`config.mk`:
```
export PLATFORM = sky130hd
export DESIGN_NAME = block_token_emitter_flat
export DESIGN_NICKNAME = d
export VERILOG_FILES = /design/src/rtl/block_token_emitter_if.sv /design/src/rtl/block_token_emitter.sv /design/src/flat_wrapper.sv
export SDC_FILE = /design/constraint.sdc
export NUM_CORES = 1
export LEC_CHECK = 0
export ABC_AREA = 1
export BUFFER_PORTS_ARGS = -buffer_cell sky130_fd_sc_hd__buf_4
export CAP_MARGIN = 20
export CORE_MARGIN = 1.5
export CORE_UTILIZATION = 60
export DETAILED_ROUTE_END_ITERATION = 7
export GPL_ROUTABILITY_DRIVEN = 0
export PLACE_DENSITY = 0.91
export SLEW_MARGIN = 20
export SYNTH_ARGS = -nofsm -noshare
export SYNTH_HDL_FRONTEND = slang
export SYNTH_SLANG_ARGS = --single-unit
```
`constraint.sdc`:
```
create_clock -name clk -period 3 [get_ports clk]
set_input_delay 0.3 -clock clk [delete_from_list [all_inputs] [get_ports clk]]
set_output_delay 0.3 -clock clk [all_outputs]
set_load 0.05 [all_outputs]
```
`src/rtl/block_token_emitter_if.sv`:
```
// block_token_emitter_if: command and byte-stream handshakes of the token emitter
// BLOCK_EMIT_UPPER_EN adds cmd_upper to the command side.
interface block_token_emitter_if;
  logic cmd_valid;
  logic cmd_ready;
  logic [1:0] cmd_op;
  logic [7:0] cmd_char;
  logic out_valid;
  logic out_ready;
  logic [7:0] out_char;
`ifdef BLOCK_EMIT_UPPER_EN
  logic cmd_upper;
  modport master(output cmd_valid, cmd_op, cmd_char, cmd_upper, out_ready, input cmd_ready, out_valid, out_char);
  modport slave(input cmd_valid, cmd_op, cmd_char, cmd_upper, out_ready, output cmd_ready, out_valid, out_char);
`else
  modport master(output cmd_valid, cmd_op, cmd_char, out_ready, input cmd_ready, out_valid, out_char);
  modport slave(input cmd_valid, cmd_op, cmd_char, out_ready, output cmd_ready, out_valid, out_char);
`endif
endinterface

```
`src/rtl/block_token_emitter.sv`:
```
// block_token_emitter: serialises BEGIN/END/WORD/SPACE tokens as ASCII bytes plus a trailing space, tracking nesting depth
// BLOCK_EMIT_UPPER_EN enables cmd_upper for uppercase BEGIN/END keywords.
module block_token_emitter #(
  parameter int DEPTH_W = 8
) (
  input  logic clk,
  input  logic reset,
  block_token_emitter_if.slave bus,
  output logic [DEPTH_W-1:0] depth,
  output logic balanced,
  output logic err_underflow,
  output logic err_overflow
);
  typedef enum logic [1:0] {IDLE, EMIT, SEP} state_t;
  localparam logic [1:0] OP_BEGIN = 2'd0, OP_END = 2'd1, OP_WORD = 2'd2, OP_SPACE = 2'd3;
  state_t state;
  logic [39:0] sreg, tok;
  logic [2:0] cnt;
  logic up, accept, sep_only;
`ifdef BLOCK_EMIT_UPPER_EN
  assign up = bus.cmd_upper;
`else
  assign up = 1'b0;
`endif
  assign bus.cmd_ready = state == IDLE && reset;
  assign accept = bus.cmd_valid && bus.cmd_ready;
  assign sep_only = bus.cmd_op == OP_SPACE || (bus.cmd_op == OP_WORD && bus.cmd_char == 8'h20);
  assign balanced = depth == '0 && !err_underflow && !err_overflow;
  // Token bytes left-aligned; clearing bit 5 of each letter uppercases keywords.
  always_comb begin
    tok = bus.cmd_op == OP_BEGIN ? "begin" : bus.cmd_op == OP_END ? {"end", 16'h0} : {bus.cmd_char, 32'h0};
    tok = up && !bus.cmd_op[1] ? tok & {5{8'hdf}} : tok;
  end
  always_ff @(posedge clk)
    if (!reset) begin
      state <= IDLE;
      sreg <= '0;
      cnt <= '0;
      bus.out_valid <= 1'b0;
      bus.out_char <= 8'h00;
      depth <= '0;
      err_underflow <= 1'b0;
      err_overflow <= 1'b0;
    end else begin
      case (state)
        IDLE: if (accept) begin
          state <= sep_only ? SEP : EMIT;
          sreg <= tok;
          cnt <= bus.cmd_op == OP_BEGIN ? 3'd4 : bus.cmd_op == OP_END ? 3'd2 : 3'd0;
          bus.out_valid <= 1'b1;
          bus.out_char <= sep_only ? 8'h20 : tok[39:32];
          depth <= bus.cmd_op == OP_BEGIN ? (&depth ? depth : depth + 1'b1) :
                   bus.cmd_op == OP_END ? (depth == '0 ? depth : depth - 1'b1) : depth;
          err_overflow <= err_overflow || (bus.cmd_op == OP_BEGIN && &depth);
          err_underflow <= err_underflow || (bus.cmd_op == OP_END && depth == '0);
        end
        EMIT: if (bus.out_ready) begin
          state <= cnt == '0 ? SEP : EMIT;
          cnt <= cnt - 1'b1;
          sreg <= sreg << 8;
          bus.out_char <= cnt == '0 ? 8'h20 : sreg[31:24];
        end
        SEP: if (bus.out_ready) begin
          state <= IDLE;
          bus.out_valid <= 1'b0;
          bus.out_char <= 8'h00;
        end
        default: state <= IDLE;
      endcase
    end
endmodule

```
`src/flat_wrapper.sv`:
```
// flat-port wrapper written by rule: the top's interface ports become plain ports
module block_token_emitter_flat 
#(
  parameter int DEPTH_W = 8
)
  (clk, reset, depth, balanced, err_underflow, err_overflow, bus_cmd_valid, bus_cmd_op, bus_cmd_char, bus_out_ready, bus_cmd_ready, bus_out_valid, bus_out_char);
  block_token_emitter_if bus_i ();
  input  logic clk;
  input  logic reset;
  output logic [DEPTH_W-1:0] depth;
  output logic balanced;
  output logic err_underflow;
  output logic err_overflow;
  input wire logic [$bits(bus_i.cmd_valid)-1:0] bus_cmd_valid;
  input wire logic [$bits(bus_i.cmd_op)-1:0] bus_cmd_op;
  input wire logic [$bits(bus_i.cmd_char)-1:0] bus_cmd_char;
  input wire logic [$bits(bus_i.out_ready)-1:0] bus_out_ready;
  output wire logic [$bits(bus_i.cmd_ready)-1:0] bus_cmd_ready;
  output wire logic [$bits(bus_i.out_valid)-1:0] bus_out_valid;
  output wire logic [$bits(bus_i.out_char)-1:0] bus_out_char;
  assign bus_i.cmd_valid = bus_cmd_valid;
  assign bus_i.cmd_op = bus_cmd_op;
  assign bus_i.cmd_char = bus_cmd_char;
  assign bus_i.out_ready = bus_out_ready;
  assign bus_cmd_ready = bus_i.cmd_ready;
  assign bus_out_valid = bus_i.out_valid;
  assign bus_out_char = bus_i.out_char;
  block_token_emitter #(.DEPTH_W(DEPTH_W)) u_core (.clk(clk), .reset(reset), .bus(bus_i), .depth(depth), .balanced(balanced), .err_underflow(err_underflow), .err_overflow(err_overflow));
endmodule
```
==> Word-level counts from Yosys, hierarchy flattened <==
Cells that the tools add are included.
{ "totals": {"regBits": 56, "output_inout_bits": 21, "elab_cells": 78, "inputBits": 14} }
{ "op_classes": {"reduce_logical": 27, "mux": 29, "eq_ne": 11, "n_addsub": 3} }
{ "op_table": {"columns": ["operator", "n"], "rows": [
  ["$mux W40", 2],
  ["$mux W8", 9],
  ["$mux W32", 2],
  ["$pmux W32 S2", 1],
  ["$pmux W8 S3", 1],
  ["$mux W2", 6],
  ["$mux W3", 3],
  ["$reduce_and A3 Y1", 3],
  ["$add A8 B1 Y8 const B", 1],
  ["$eq A8 B6 Y1 const B", 1],
  ["$logic_not A8 Y1", 1],
  ["$reduce_and A8 Y1", 1],
  ["$sub A8 B1 Y8 const B", 1],
  ["$logic_and A1 B1 Y1", 7],
  ["$eq A2 B2 Y1 const B", 3],
  ["$ne A2 B2 Y1 const B", 3],
  ["$pmux W2 S3", 1],
  ["$pmux W3 S2", 1],
  ["$reduce_bool A2 Y1", 3],
  ["$reduce_and A5 Y1", 1],
  ["$eq A2 B1 Y1 const B", 2],
  ["$logic_not A2 Y1", 2],
  ["$ne A2 B1 Y1 const B", 2],
  ["$reduce_and A4 Y1", 1],
  ["other kinds (8)", 12]
]} }

==> Longest topological paths before layout <==
Gate-level depths: netlist of the first run.
{ "logic_depth": {"ltp_word": 6, "depth_mapped": 14, "ltp_nobuf": 13} }

==> Worst setup path before layout of the first run <==
No wires, ideal clock.
{ "synth_path": {"path_kind": "register to output", "start": "register u_core.depth[4]", "end": "output balanced", "n_path_buf": 0, "path_stages_with_launch": 4, "t_required_ps": 2700, "setup_slack_ps": 451, "arrival_time_ps": 2249, "path_cell_list": "dfxtp_1 nor2_1 nand3_1 nor4_1"} }
{ "synth_between": {"elab_chain_cells": 3} }
{ "synth_rtl": {"columns": ["item", "line", "text"], "rows": [
  ["start: declaration", "block_token_emitter.sv:9", "output logic [DEPTH_W-1:0] depth,"],
  ["start signal: assignment", "block_token_emitter.sv:52", "depth <= bus.cmd_op == OP_BEGIN ? (&depth ? depth : depth + 1'b1) :"],
  ["$logic_not A8 Y1", "block_token_emitter.sv:28", "assign balanced = depth == '0 && !err_underflow && !err_overflow;"],
  ["$logic_and A1 B1 Y1 (2 in a row)", "block_token_emitter.sv:28", null],
  ["end: declaration", "flat_wrapper.sv:11", "output logic balanced;"]
]} }
No other way between the ends.

==> Worst setup path after layout of the first run <==
{ "layout_path": {"start": "register u_core.state[1]", "end": "register u_core.sreg[16]"} }
{ "layout_between": {"elab_chain_cells": 5, "elab_cells_between_ends": 9, "classes_between": "eq/ne: 3; mux: 1; reduce/logical: 5"} }
{ "layout_rtl": {"columns": ["item", "line", "text"], "rows": [
  ["start: declaration", "block_token_emitter.sv:16", "state_t state;"],
  ["start signal: assignment", "block_token_emitter.sv:47", "state <= sep_only ? SEP : EMIT;"],
  ["start signal: assignment", "block_token_emitter.sv:58", "state <= cnt == '0 ? SEP : EMIT;"],
  ["$logic_not A2 Y1", "block_token_emitter.sv:25, block_token_emitter.sv:45", null],
  ["$logic_and A1 B1 Y1", "block_token_emitter.sv:25", "assign bus.cmd_ready = state == IDLE && reset;"],
  ["$logic_and A1 B1 Y1", "block_token_emitter.sv:26", "assign accept = bus.cmd_valid && bus.cmd_ready;"],
  ["$ne A2 B1 Y1 (no line)", null, null],
  ["$reduce_and A3 Y1 (no line)", null, null],
  ["end signal: assignment", "block_token_emitter.sv:48", "sreg <= tok;"],
  ["end signal: assignment", "block_token_emitter.sv:60", "sreg <= sreg << 8;"],
  ["end: declaration", "block_token_emitter.sv:17", "logic [39:0] sreg, tok;"]
]} }
Several ways; a longest one is shown, not always the timed one.
A chain may end at the register's enable or synchronous reset.

==> summary.txt, run 1 <==
Critical path
  • Slowest stage delay, CP: 500 ps
  • Slowest stage cell, crit path: ha_1
  • Setup CP Type: reg2reg
  • CP Cell Sequence: inv_1 > ha_1 > nand2_1 > nand2_4 > clkinv_2 > nand2_1 > a31oi_1
  • CP Max Fanout: 15
  • Startpoint class of the critical path: register
  • Critical path data required time: 3210 ps
  • Reg-to-Reg End: u_core.sreg[16]$_SDFFE_PN0P_
  • Critical Path AT: 2300 ps
  • Crit end category: register
  • Reg2Reg Setup Slack: 910 ps
  • R2r startpoint: u_core.state[1]$_SDFFE_PN0P_
  • R2R cell count: 7
  • Most frequent CP cell: nand2_1

STA
  • Number of setup violations in the final report: 0
  • RSZ-0062 raised after global routing: false
  • TNS Setup: 0 ps
  • Worst setup margin: 908.6 ps
  • Relative slew slack: 0.6424
  • Fin crit share: 0.6971
  • Worst-Margin Slew: 536.4 ps
  • Fin. Hold Viols: 0
  • Max frequency: between 400 and 500 MHz
  • Skew final: 4.791 ps
  • Max-slew violations: 0
  • Period minus WS final: 2091 ps

Pwr
  • Peak supply drop: 0.0003854 V
  • Switching Share: 0.4776
  • Cell Pwr Density: 762.6 nW/um^2
  • Clock power frac: 0.124
  • Reg power frac: 0.351
  • Logic pwr share: 0.524
  • Psw: 0.8695 mW
  • Int Power: 0.9509 mW
  • Total leakage power: around 1.1 nW

Drt
  • DR WL/cell: 12.65 microns
  • ANT nets after route: 0
  • # DRC: 0
  • Drt via density: around 5.4
  • Total Routed Length: 4742 microns
  • DRT iter0 DRCs: 165
  • DR pass1 iterations: 4
  • DR vias: approximately 2.0k

Yosys
  • Share of the synthesized area in the top cell type: 0.3441
  • Fraction of registers with async set or reset after synthesis: 0
  • Synthesized flop and latch total: 36
  • Register area share after synthesis: 0.3441
  • Top FF cell, synth: dfxtp_1
  • Mapped Avg Cell Area: 7.029 sq um
  • Synth Area in Adders: 0.06571
  • Synth Area in XOR/XNOR: 0.01673
  • Post-synth EDFFs: 0
  • Syn nets: roughly 320
  • Mux cell area share after synthesis: 0
  • Synth top area cells: dfxtp_1 (34%), nand2_1 (11%), a21oi_1 (6.7%), ha_1 (6.6%), inv_1 (6.3%)
  • Post-Synthesis Cells: ~300
  • Yosys warns: 0
  • Cell taking the most area after synthesis: dfxtp_1
  • Largest family of logic cells by synthesized area: simple AND/OR/NAND/NOR gates
  • Mapped Area: 2095 sq um
  • Simple-gate portion of the synthesized area: 0.2814
  • Most common cell in the netlist: nand2_1
  • Synth Area in Compound Gates: 0.1906
  • Post-synthesis cell type count: 35
  • Commonest cells in the netlist: nand2_1 (61), dfxtp_1 (36), inv_1 (35)

Layout
  • Final #Nets: 356
  • Area Growth Syn to Fin: 13.98%
  • # diodes: 0
  • Fraction of final layout cells sized beyond drive strength 1: 0.1763
  • Final instance area: roughly 2400 sq um

Global routing
  • Global-route wire length before repair: 7327 microns
  • Global Route Usage Sum: 0.2580
  • Initial antenna violation count: 0
  • Total grt overflow: 0
  • Vias in the first global route: 1,632
  • Largest net degree at the start of global routing: 23

Placed design
  • Post-placement cell area: 2350 sq um
  • Port bufs: 34
  • Place WS: 936.2 ps
  • Hpwl dp: 3464 microns

CTS
  • Clock Tree Root: clkbuf_4
  • Hold Buf Count CTS: 0
  • H-Tree Depth: 2
  • Worst skew pair latency: 340 ps
  • CTS buffer count: 5
  • CTS tree: done
  • CTS clk-pin slew, worst paths: 100 ps
  • Post-CTS sizing: 0
  • CTS Buffer Depth: 2
  • CTS sink count: 36
  • Post-CTS Setup Inserts: 0

Worst hold path
  • Worst hold path depth: 2
  • Worst Hold Launch: bus_out_ready
  • Hold Path Sink: u_core.bus.out_valid$_SDFFE_PN0P_
  • Type of the worst min-delay path: in2reg

Floorplanning
  • Die area: ~3900 sq um
  • Core Area: 3337 sq um
  • Width of the chip: 62.09 microns
  • Core Rows: 21
  • Die Y: 62.09 microns
  • Starting density of the core: 0.6277
  • # IOs: 35

Status
  • Status: complete, no violations

Run
  • Maxcap violations: 0
[cell usage in the layout, fill, tap and decap left out, types with 2 or more instances in the layout]
cell | Yosys | layout
o21ai_1 | 3 | 3
ha_1 | 11 | 11
inv_1 | 35 | 35
nand4_1 | 2 | 2
o21bai_1 | 2 | 2
nand2_1 | 61 | 61
clkinv_2 | 2 | 2
clkbuf_4 | 0 | 5
o21ai_0 | 19 | 19
nor2_1 | 31 | 31
a31oi_1 | 14 | 14
nand2_4 | 3 | 3
nand3_1 | 17 | 17
nand3_2 | 3 | 3
o211ai_1 | 3 | 3
dfxtp_1 | 36 | 36
nand2_2 | 2 | 2
inv_2 | 2 | 2
a21oi_1 | 28 | 28
buf_4 | 0 | 34
xor2_1 | 3 | 3
nor2_2 | 2 | 2
[power by group through the flow]
| stage | sequential [mW] | clock (mW) | combinational [mW] |
|---|---|---|---|
| 3_3_place_gp | 0.644 | 0 | 0.931 |
| 5_1_grt | 0.652 | 0.250 | 1.06 |
| 3_5_place_dp | 0.648 | 0 | 0.946 |
| 4_1_cts | 0.637 | 0.232 | 0.953 |
| 2_1_floorplan | 0.794 | 0 | 0.589 |
| 6_report | 0.639 | 0.227 | 0.955 |
[cell families (layout without fill, tap and decap cells)]
logic type	count (synthesis)	count (layout)
buffers and inverters	48	79
xor gates and xnor gates	4	4
and+or+nand+nor	127	127
DFF	36	36
AOI/OAI and AO/OA	72	72
adders and majority gates	11	11
[flip-flops by register name, indices dropped and copies added (netlist names)]
| register | count |
|---|---|
| u_core.err_underflow | 1 |
| u_core.depth | 8 |
| u_core.bus.out_valid | 1 |
| u_core.sreg | 12 |
| u_core.state | 2 |
| u_core.cnt | 3 |
| u_core.bus.out_char | 8 |
| u_core.err_overflow | 1 |
[per-layer routing]
metal,vias to the layer above,GRT usage,share of wire
li1,1050,-,-
met1,884,0.3308,0.46
met3,9,0.04762,0.061
met4,0,0.1003,0.019
met2,73,0.4286,0.46
met5,-,0,0
[worst max path at each step]
stage                                              end                          from  depth (start not counted)  slack (ps)
after floorplan                               balanced  u_core.depth[4]$_SDFFE_PN0P_                          3         450
after global placement    u_core.sreg[24]$_SDFFE_PN0P_  u_core.state[1]$_SDFFE_PN0P_                          7        1050
after detailed placement  u_core.sreg[16]$_SDFFE_PN0P_  u_core.state[1]$_SDFFE_PN0P_                          7         940
after CTS                 u_core.sreg[16]$_SDFFE_PN0P_  u_core.state[1]$_SDFFE_PN0P_                          7         910
after global routing      u_core.sreg[16]$_SDFFE_PN0P_  u_core.state[1]$_SDFFE_PN0P_                          7         750
final                     u_core.sreg[16]$_SDFFE_PN0P_  u_core.state[1]$_SDFFE_PN0P_                          7         910
[worst max-delay path, delay by kind of cell, from the launching register on]
kind                     cells  cell delay [ps]
buffers and inverters        2              310
flip-flops                   1              350
adder cells (fa/ha/maj)      1              500
AO/OA/AOI/OAI                1              110
AND/OR/NAND/NOR              3              690
[metrics by stage]
stage / hold WS, ps / cells / total power [mW] / utilization
floorplan: 408.0 / 298 / 1.384 / -
global placement: 455.4 / 370 / 1.575 / 0.7042
detailed placement: 458.1 / 370 / 1.593 / 0.7042
CTS: 136.3 / 375 / 1.822 / 0.7154
global route: 147.2 / 375 / 1.960 / 0.7154
finish: 142.9 / 375 / 1.820 / 0.7154
[final cells by class]
type	count	area, sq um
Timing Repair Buffer	34	255.2
Clock buffer	5	37.54
Inverter	40	155.1
Multi-Input combinational cell	214	1161
Sequential cell	36	720.7
Tap cell	46	57.56
Fill cell	298	949.7
No activity file was read; power rests on OpenSTA's default activity.
==> run 2, diff against run 1 <==
--- a/config.mk
+++ b/config.mk
@@ -9,10 +9,10 @@
 export BUFFER_PORTS_ARGS = -buffer_cell sky130_fd_sc_hd__buf_4
 export CAP_MARGIN = 20
 export CORE_MARGIN = 1.5
-export CORE_UTILIZATION = 60
+export CORE_UTILIZATION = 56
 export DETAILED_ROUTE_END_ITERATION = 7
 export GPL_ROUTABILITY_DRIVEN = 0
-export PLACE_DENSITY = 0.91
+export PLACE_DENSITY = 0.86
 export SLEW_MARGIN = 20
 export SYNTH_ARGS = -nofsm -noshare
 export SYNTH_HDL_FRONTEND = slang
==> constraint.sdc (replaced) <==
create_clock -name clk -period 2.15 [get_ports clk]
set_input_delay 0.215 -clock clk [delete_from_list [all_inputs] [get_ports clk]]
set_output_delay 0.215 -clock clk [all_outputs]
set_load 0.05 [all_outputs]
==> run 2 against run 1 <==
Net effect:
- combinational power is 41% higher
- critical path depth grew 3
- utilization is 3.3 points lower
- non-clock buffer count grew 2
- sequential power increased by 40%
- clock power rose to 2.6 times the previous value
- via count grew 1.5%
- clock skew is 2.3 ps higher
- hold slack got worse by 27 ps
- critical path type unchanged
==> summary.txt, run 2 (synthesis gave the netlist of run 1 again) <==
Critical path
  • Crit end category: register
  • Critical path data required time: 2310 ps (-900 ps)
  • CP Max Fanout: 14 (-1)
  • Critical Path AT: 1970 ps (-330 ps)
  • Startpoint class of the critical path: register
  • Setup CP Type: reg2reg

CTS
  • Clock Tree Root: clkbuf_8
  • Post-CTS Setup Inserts: 0 (unchanged)
  • CTS tree: done
  • CTS sink count: 36 (unchanged)
  • CTS clk-pin slew, worst paths: 70 ps (-30 ps)
  • CTS buffer count: 5 (unchanged)
  • CTS Buffer Depth: 2 (unchanged)
  • Post-CTS sizing: 0 (unchanged)
  • Worst skew pair latency: 290 ps (-50 ps)
  • Hold Buf Count CTS: 0 (unchanged)
  • H-Tree Depth: 2 (unchanged)

Layout
  • Max FFs per register: 12 (unchanged)
  • Commonest non-fill, non-tap cell in the layout: nand2_1
  • Final #Nets: 358 (+0.56%)
  • Largest regs: u_core.sreg: 12 flops, u_core.bus.out_char: 8 flops, u_core.depth: 8 flops
  • # diodes: 0 (unchanged)
  • Fraction of final layout cells sized beyond drive strength 1: 0.1886 (+0.01233)
  • Area Growth Syn to Fin: 18.46%
  • Most frequent cells in the layout: nand2_1 (61), buf_4 (36), dfxtp_1 (36)
  • Top reg by flops: u_core.sreg

STA
  • Number of setup violations in the final report: 0 (unchanged)
  • Relative slew slack: 0.6601 (+0.01772)
  • Skew final: 7.112 ps (+2.321 ps)
  • Fin crit share: 0.8434 (+0.1463)
  • Worst setup margin: 336.6 ps (-571.9 ps)
  • Max frequency: 551.5 MHz (+15%)
  • TNS Setup: 0 ps (unchanged)
  • Worst-Margin Slew: 509.3 ps (-27.14 ps)
  • Period minus WS final: 1813 ps (-278.1 ps)
  • RSZ-0062 raised after global routing: false
  • Fin. Hold Viols: 0 (unchanged)
  • Max-slew violations: 0 (unchanged)
  • Fin Hold WS: 115.8 ps (-27.17 ps)

Floorplanning
  • # IOs: 35 (unchanged)
  • Die area: 4116 sq um (+6.8%)
  • Width of the chip: 64.16 microns (+3.3%)
  • Starting density of the core: 0.5764 (-0.05123)
  • Core Area: 3633 sq um (+8.9%)
  • Die Y: 64.16 microns (+3.3%)
  • Core Rows: 22 (+4.8%)

Drt
  • Total Routed Length: 5039 microns (+6.3%)
  • ANT nets after route: 0 (unchanged)
  • DR pass1 iterations: 4 (unchanged)
  • Drt via density: 5.359 (-0.32%)
  • DR WL/cell: 13.19 microns (+4.3%)
  • DRT iter0 DRCs: 121 (-27%)
  • DR vias: 2,047 (+1.5%)
  • # DRC: 0 (unchanged)

Worst hold path
  • Type of the worst min-delay path: in2reg

Placed design
  • Port bufs: 34 (unchanged)
  • Place WS: 369.9 ps (-566.4 ps)
  • Hpwl dp: 3690 microns (+6.5%)

Global routing
  • Global-route wire length before repair: 8335 microns (+14%)
  • Global Route Usage Sum: 0.2570 (-0.001050)
  • Vias in the first global route: 1,835 (+12%)
  • Largest net degree at the start of global routing: 23 (unchanged)
  • Initial antenna violation count: 0 (unchanged)
  • Total grt overflow: 0 (unchanged)

Pwr
  • Peak supply drop: 0.0005690 V (+48%)
  • Cell Pwr Density: 1142 nW/um^2 (+50%)
  • Total leakage power: 1.168 nW (+3.9%)

Status
  • Status: complete, no violations

Run
  • Maxcap violations: 0 (unchanged)
## run 2: changes by cell type in the layout (fill, tap and decap cells not counted)
cell / change
nor4_2: +1
clkinv_2: +1
nor4_1: -1
clkbuf_4: -5
buf_4: +2
clkbuf_8: +5
clkbuf_1: +1
bufinv_16: +1
## run 2: cell type report
class | instances | area, sq um
sequential | 36 | 720.7
timing repair buffer | 36 | 270.3
clock inverter | 2 | 35.03
fill | 320 | 1152
tap | 48 | 60.06
clock buffer | 6 | 72.57
inverter | 40 | 155.1
multi-input combinational | 214 | 1167
## run 2: worst max-delay path, stage by stage, from the launching register on
cell and delay [ps]:
dfxtp_1 370, inv_1 80, ha_1 270, nand2_1 100, inv_2 50, nand2_4 80, o21ai_2 70, nand2_4 150
clkinv_2 210, nand2_1 190, a31oi_1 100
## run 2: per-stage QoR
step / cells / power, mW / instance area, sq um / utilization
global placement: 374 / 2.217 / 2374 / 0.6532
global route: 382 / 3.015 / 2481 / 0.6829
CTS: 382 / 2.828 / 2481 / 0.6829
finish: 382 / 2.832 / 2481 / 0.6829
floorplan: 298 / 1.936 / 2101 / -
detailed placement: 374 / 2.241 / 2374 / 0.6532
## run 2: where the power goes
group          switching (mW)  internal, mW
Clock                   0.241         0.344
Sequential             0.0881         0.806
Combinational           0.930         0.423
Total                    1.26          1.57
## run 2: routing by layer
metal | global-route usage | up-vias | part of all wire
met4 | 0.07713 | 0 | 0.017
met2 | 0.4245 | 65 | 0.45
met3 | 0.06338 | 10 | 0.063
li1 | - | 1057 | -
met1 | 0.3315 | 915 | 0.47
met5 | 0 | - | 0
## run 2: final timing paths
check | startpoint | end | slack [ps] | cells after the start
worst min register to register | u_core.bus.out_char[5]$_SDFFE_PN0P_ | u_core.bus.out_char[5]$_SDFFE_PN0P_ | 470 | 2
worst max register to register | u_core.state[0]$_SDFFE_PN0P_ | u_core.sreg[16]$_SDFFE_PN0P_ | 340 | 10
worst max-delay path | u_core.state[0]$_SDFFE_PN0P_ | u_core.sreg[16]$_SDFFE_PN0P_ | 340 | 10
worst min-delay path | bus_out_ready | u_core.bus.out_valid$_SDFFE_PN0P_ | 120 | 2
==> run 3, diff against run 2 <==
--- a/config.mk
+++ b/config.mk
@@ -5,11 +5,11 @@
 export SDC_FILE = /design/constraint.sdc
 export NUM_CORES = 1
 export LEC_CHECK = 0
-export ABC_AREA = 1
+export ABC_AREA = 0
 export BUFFER_PORTS_ARGS = -buffer_cell sky130_fd_sc_hd__buf_4
 export CAP_MARGIN = 20
 export CORE_MARGIN = 1.5
-export CORE_UTILIZATION = 56
+export CORE_UTILIZATION = 55
 export DETAILED_ROUTE_END_ITERATION = 7
 export GPL_ROUTABILITY_DRIVEN = 0
 export PLACE_DENSITY = 0.86
==> constraint.sdc (replaced) <==
create_clock -name clk -period 1.84 [get_ports clk]
set_input_delay 0.184 -clock clk [delete_from_list [all_inputs] [get_ports clk]]
set_output_delay 0.184 -clock clk [all_outputs]
set_load 0.05 [all_outputs]
==> run 3 against run 2 <==
Net effect:
- design area increased by 6.5%
- worst setup slack worse by 310 ps
- area after synthesis is 4.3% lower
- cell count decreased by 9.9%
- synthesized cell count shrank 19%
- hold slack got worse by 5.2 ps
- register-to-register slack got worse by 290 ps
- non-clock buffer count increased by 27
- clock power shrank 26%
- critical path depth shrank 5
- clock skew is 6.3 ps higher
- combinational power grew 63%
==> summary.txt, run 3 <==
Status
  • Status: complete, no violations

Layout
  • Commonest non-fill, non-tap cell in the layout: buf_4
  • Fin util: 0.7733 (+0.09041)
  • Final #Nets: 322 (-10%)
  • Fraction of final layout cells sized beyond drive strength 1: 0.3289 (+0.1402)
  • Max FFs per register: 12 (unchanged)
  • Most frequent cells in the layout: buf_4 (61), nor2_1 (28), a21oi_1 (27), dfxtp_1 (27), nand2_1 (18)
  • Area Growth Syn to Fin: 31.77%
  • Largest regs: u_core.sreg: 12 flops, u_core.bus.out_char: 8 flops, u_core.depth: 8 flops
  • Fill count: 247 (-23%)
  • Top reg by flops: u_core.sreg
  • # diodes: 0 (unchanged)

Yosys
  • Synth top area cells: dfxtp_1 (36%), ha_1 (6.9%), a21oi_1 (6.7%), nor2_1 (5.4%), nand2_1 (3.6%)
  • Synthesized flop and latch total: 36 (unchanged)
  • Commonest cells in the netlist: dfxtp_1 (36), nor2_1 (29), a21oi_1 (27)
  • Register area share after synthesis: 0.3596 (+0.01546)
  • Post-synthesis cell type count: 52 (+49%)
  • Yosys warns: 0 (unchanged)
  • Post-Synthesis Cells: 240 (-19%)
  • Most common cell in the netlist: dfxtp_1
  • Mapped Avg Cell Area: 8.352 sq um (+19%)
  • Syn nets: 265 (-18%)
  • Top FF cell, synth: dfxtp_1
  • Share of the synthesized area in the top cell type: 0.3596 (+0.01546)
  • Post-synth EDFFs: 0 (unchanged)
  • Mapped Area: 2004 sq um (-4.3%)
  • Fraction of registers with async set or reset after synthesis: 0 (unchanged)
  • Cell taking the most area after synthesis: dfxtp_1

Global routing
  • Vias in the first global route: 1,820 (-0.82%)
  • Global Route Usage Sum: 0.2685 (+0.01158)
  • Global-route wire length before repair: 8314 microns (-0.25%)
  • Total grt overflow: 0 (unchanged)
  • Largest net degree at the start of global routing: 17 (-26%)
  • Initial antenna violation count: 0 (unchanged)

STA
  • RSZ-0062 raised after global routing: true
  • Fin crit share: 0.9870
  • Max-slew violations: 0 (unchanged)
  • TNS Setup: 0 ps (unchanged)
  • Relative slew slack: 0.7666 (+0.1065)
  • Period minus WS final: 1816 ps
  • Fin. Hold Viols: 0 (unchanged)
  • Skew final: 13.45 ps (+6.337 ps)
  • Fin Hold WS: 110.6 ps (-5.197 ps)
  • Number of setup violations in the final report: 0 (unchanged)
  • Worst-Margin Slew: 350.1 ps (-159.2 ps)
  • Max frequency: 550.7 MHz

CTS
  • CTS tree: done
  • CTS Buffer Depth: 2 (unchanged)
  • Clock Tree Root: clkbuf_4
  • CTS buffer count: 5 (unchanged)
  • CTS sink count: 36 (unchanged)
  • Hold Buf Count CTS: 0 (unchanged)
  • CTS clk-pin slew, worst paths: 110 ps (+40 ps)
  • H-Tree Depth: 2 (unchanged)
  • Worst skew pair latency: 360 ps (+70 ps)

Drt
  • ANT nets after route: 0 (unchanged)
  • Total Routed Length: 5372 microns (+6.6%)
  • DR pass1 iterations: 4 (unchanged)
  • Drt via density: 5.782 (+7.9%)
  • DR vias: 1,989 (-2.8%)
  • # DRC: 0 (unchanged)
  • DR WL/cell: 15.62 microns (+18%)
  • DRT iter0 DRCs: 139 (+15%)

Pwr
  • Cell Pwr Density: 1417 nW/um^2 (+24%)
  • Peak supply drop: 0.0008010 V (+41%)
  • Total power: 3.743 mW (+32%)
  • Total leakage power: 1.123 nW (-3.9%)

Floorplanning
  • Die Y: 63.37 microns (-1.2%)
  • Width of the chip: 63.37 microns (-1.2%)
  • Core Rows: 21 (-4.5%)
  • # IOs: 35 (unchanged)
  • Core Area: 3416 sq um (-6.0%)
  • Starting density of the core: 0.5868 (+0.01037)
  • Die area: 4016 sq um (-2.4%)

Critical path
  • Critical Path AT: 1630 ps (-340 ps)
  • Crit end category: output pin
  • Critical path data required time: 1660 ps (-650 ps)
  • Reg2Reg Setup Slack: 50 ps (-290 ps)
  • Setup CP Type: reg2out
  • R2R cell count: 8 (-2)
  • CP Max Fanout: 5 (-9)
  • Startpoint class of the critical path: register

Placed design
  • Port bufs: 34 (unchanged)
  • Hpwl dp: 3656 microns (-0.93%)

Run
  • Maxcap violations: 0 (unchanged)

Worst hold path
  • Worst hold path depth: 4 (+2)
  • Type of the worst min-delay path: in2reg
## run 3: cell count changes after synthesis, sizes merged, moves of 4 or more
cell    previous run  this run
mux2i              0         5
o21ai             23         7
nor2              34        30
nand3             21         7
a31oi             14         5
inv               38         8
buf                4         9
nor3               2        11
nand2             66        20
a211oi             1         9
## run 3: path summary, 6_finish.rpt
check	startpoint	endpoint
worst max-delay path	u_core.depth[5]$_SDFFE_PN0P_	balanced
worst min-delay path	bus_out_ready	u_core.bus.out_valid$_SDFFE_PN0P_
worst max register to register	u_core.state[0]$_SDFFE_PN0P_	u_core.cnt[2]$_SDFFE_PN0P_
worst min register to register	u_core.sreg[19]$_SDFFE_PN0P_	u_core.sreg[19]$_SDFFE_PN0P_
## run 3: metrics by stage
| step | setup WS [ps] | area [sq um] | cells |
|---|---|---|---|
| 6_report | 23.99 | 2641 | 344 |
| 3_3_place_gp | -126.2 | 2485 | 332 |
| 3_5_place_dp | -218.1 | 2485 | 332 |
| 4_1_cts | 5.103 | 2556 | 340 |
| 5_1_grt | -65.96 | 2641 | 344 |
| 2_1_floorplan | -19.30 | 2053 | 240 |
## run 3: power breakdown
part / internal [mW] / switching [mW]
Combinational: 0.913 / 1.28
Sequential: 0.962 / 0.152
Clock: 0.146 / 0.286
## run 3: area by class of cell
type	count	area, sq um	area share
Inverter	9	33.78	0.01279
Sequential cell	36	742.0	0.2809
Clock buffer	5	37.54	0.01421
Timing Repair Buffer	63	480.5	0.1819
Multi-Input combinational cell	182	1271	0.4813
Tap cell	46	57.56	0.02179
Clock inverter	3	18.77	0.007106
## run 3: timing repair
item | CTS | global route
pin swaps | 0 | 4
gates resized for setup | 3 | 14
buffers inserted | 0 | 4
endpoints found under the setup margin | 2 | 13
## run 3: kinds of logic (layout without fill, tap and decap cells)
family,Yosys count,after routing,share of synthesized area
and+or+nand+nor,90,90,0.2285
AOI/OAI and AO/OA,67,67,0.2247
DFF,36,36,0.3595
buffers and inverters,22,80,0.04993
adders and majority gates,11,11,0.06866
xor gates and xnor gates,7,7,0.03059
muxes,7,7,0.03808
## run 3: critical path, cell delays in order, from the launching register on
cell	delay (ps)
dfxtp_4	380
nor4_4	270
buf_4	180
nand2_4	60
nor3_4	210
buf_6	180
## run 3: layer usage
layer,vias to the layer above,track usage,part of all wire
met1,931,0.3486,0.44
li1,979,-,-
met5,-,0,0
met4,0,0.1168,0.017
met2,68,0.4276,0.48
met3,11,0.05893,0.067
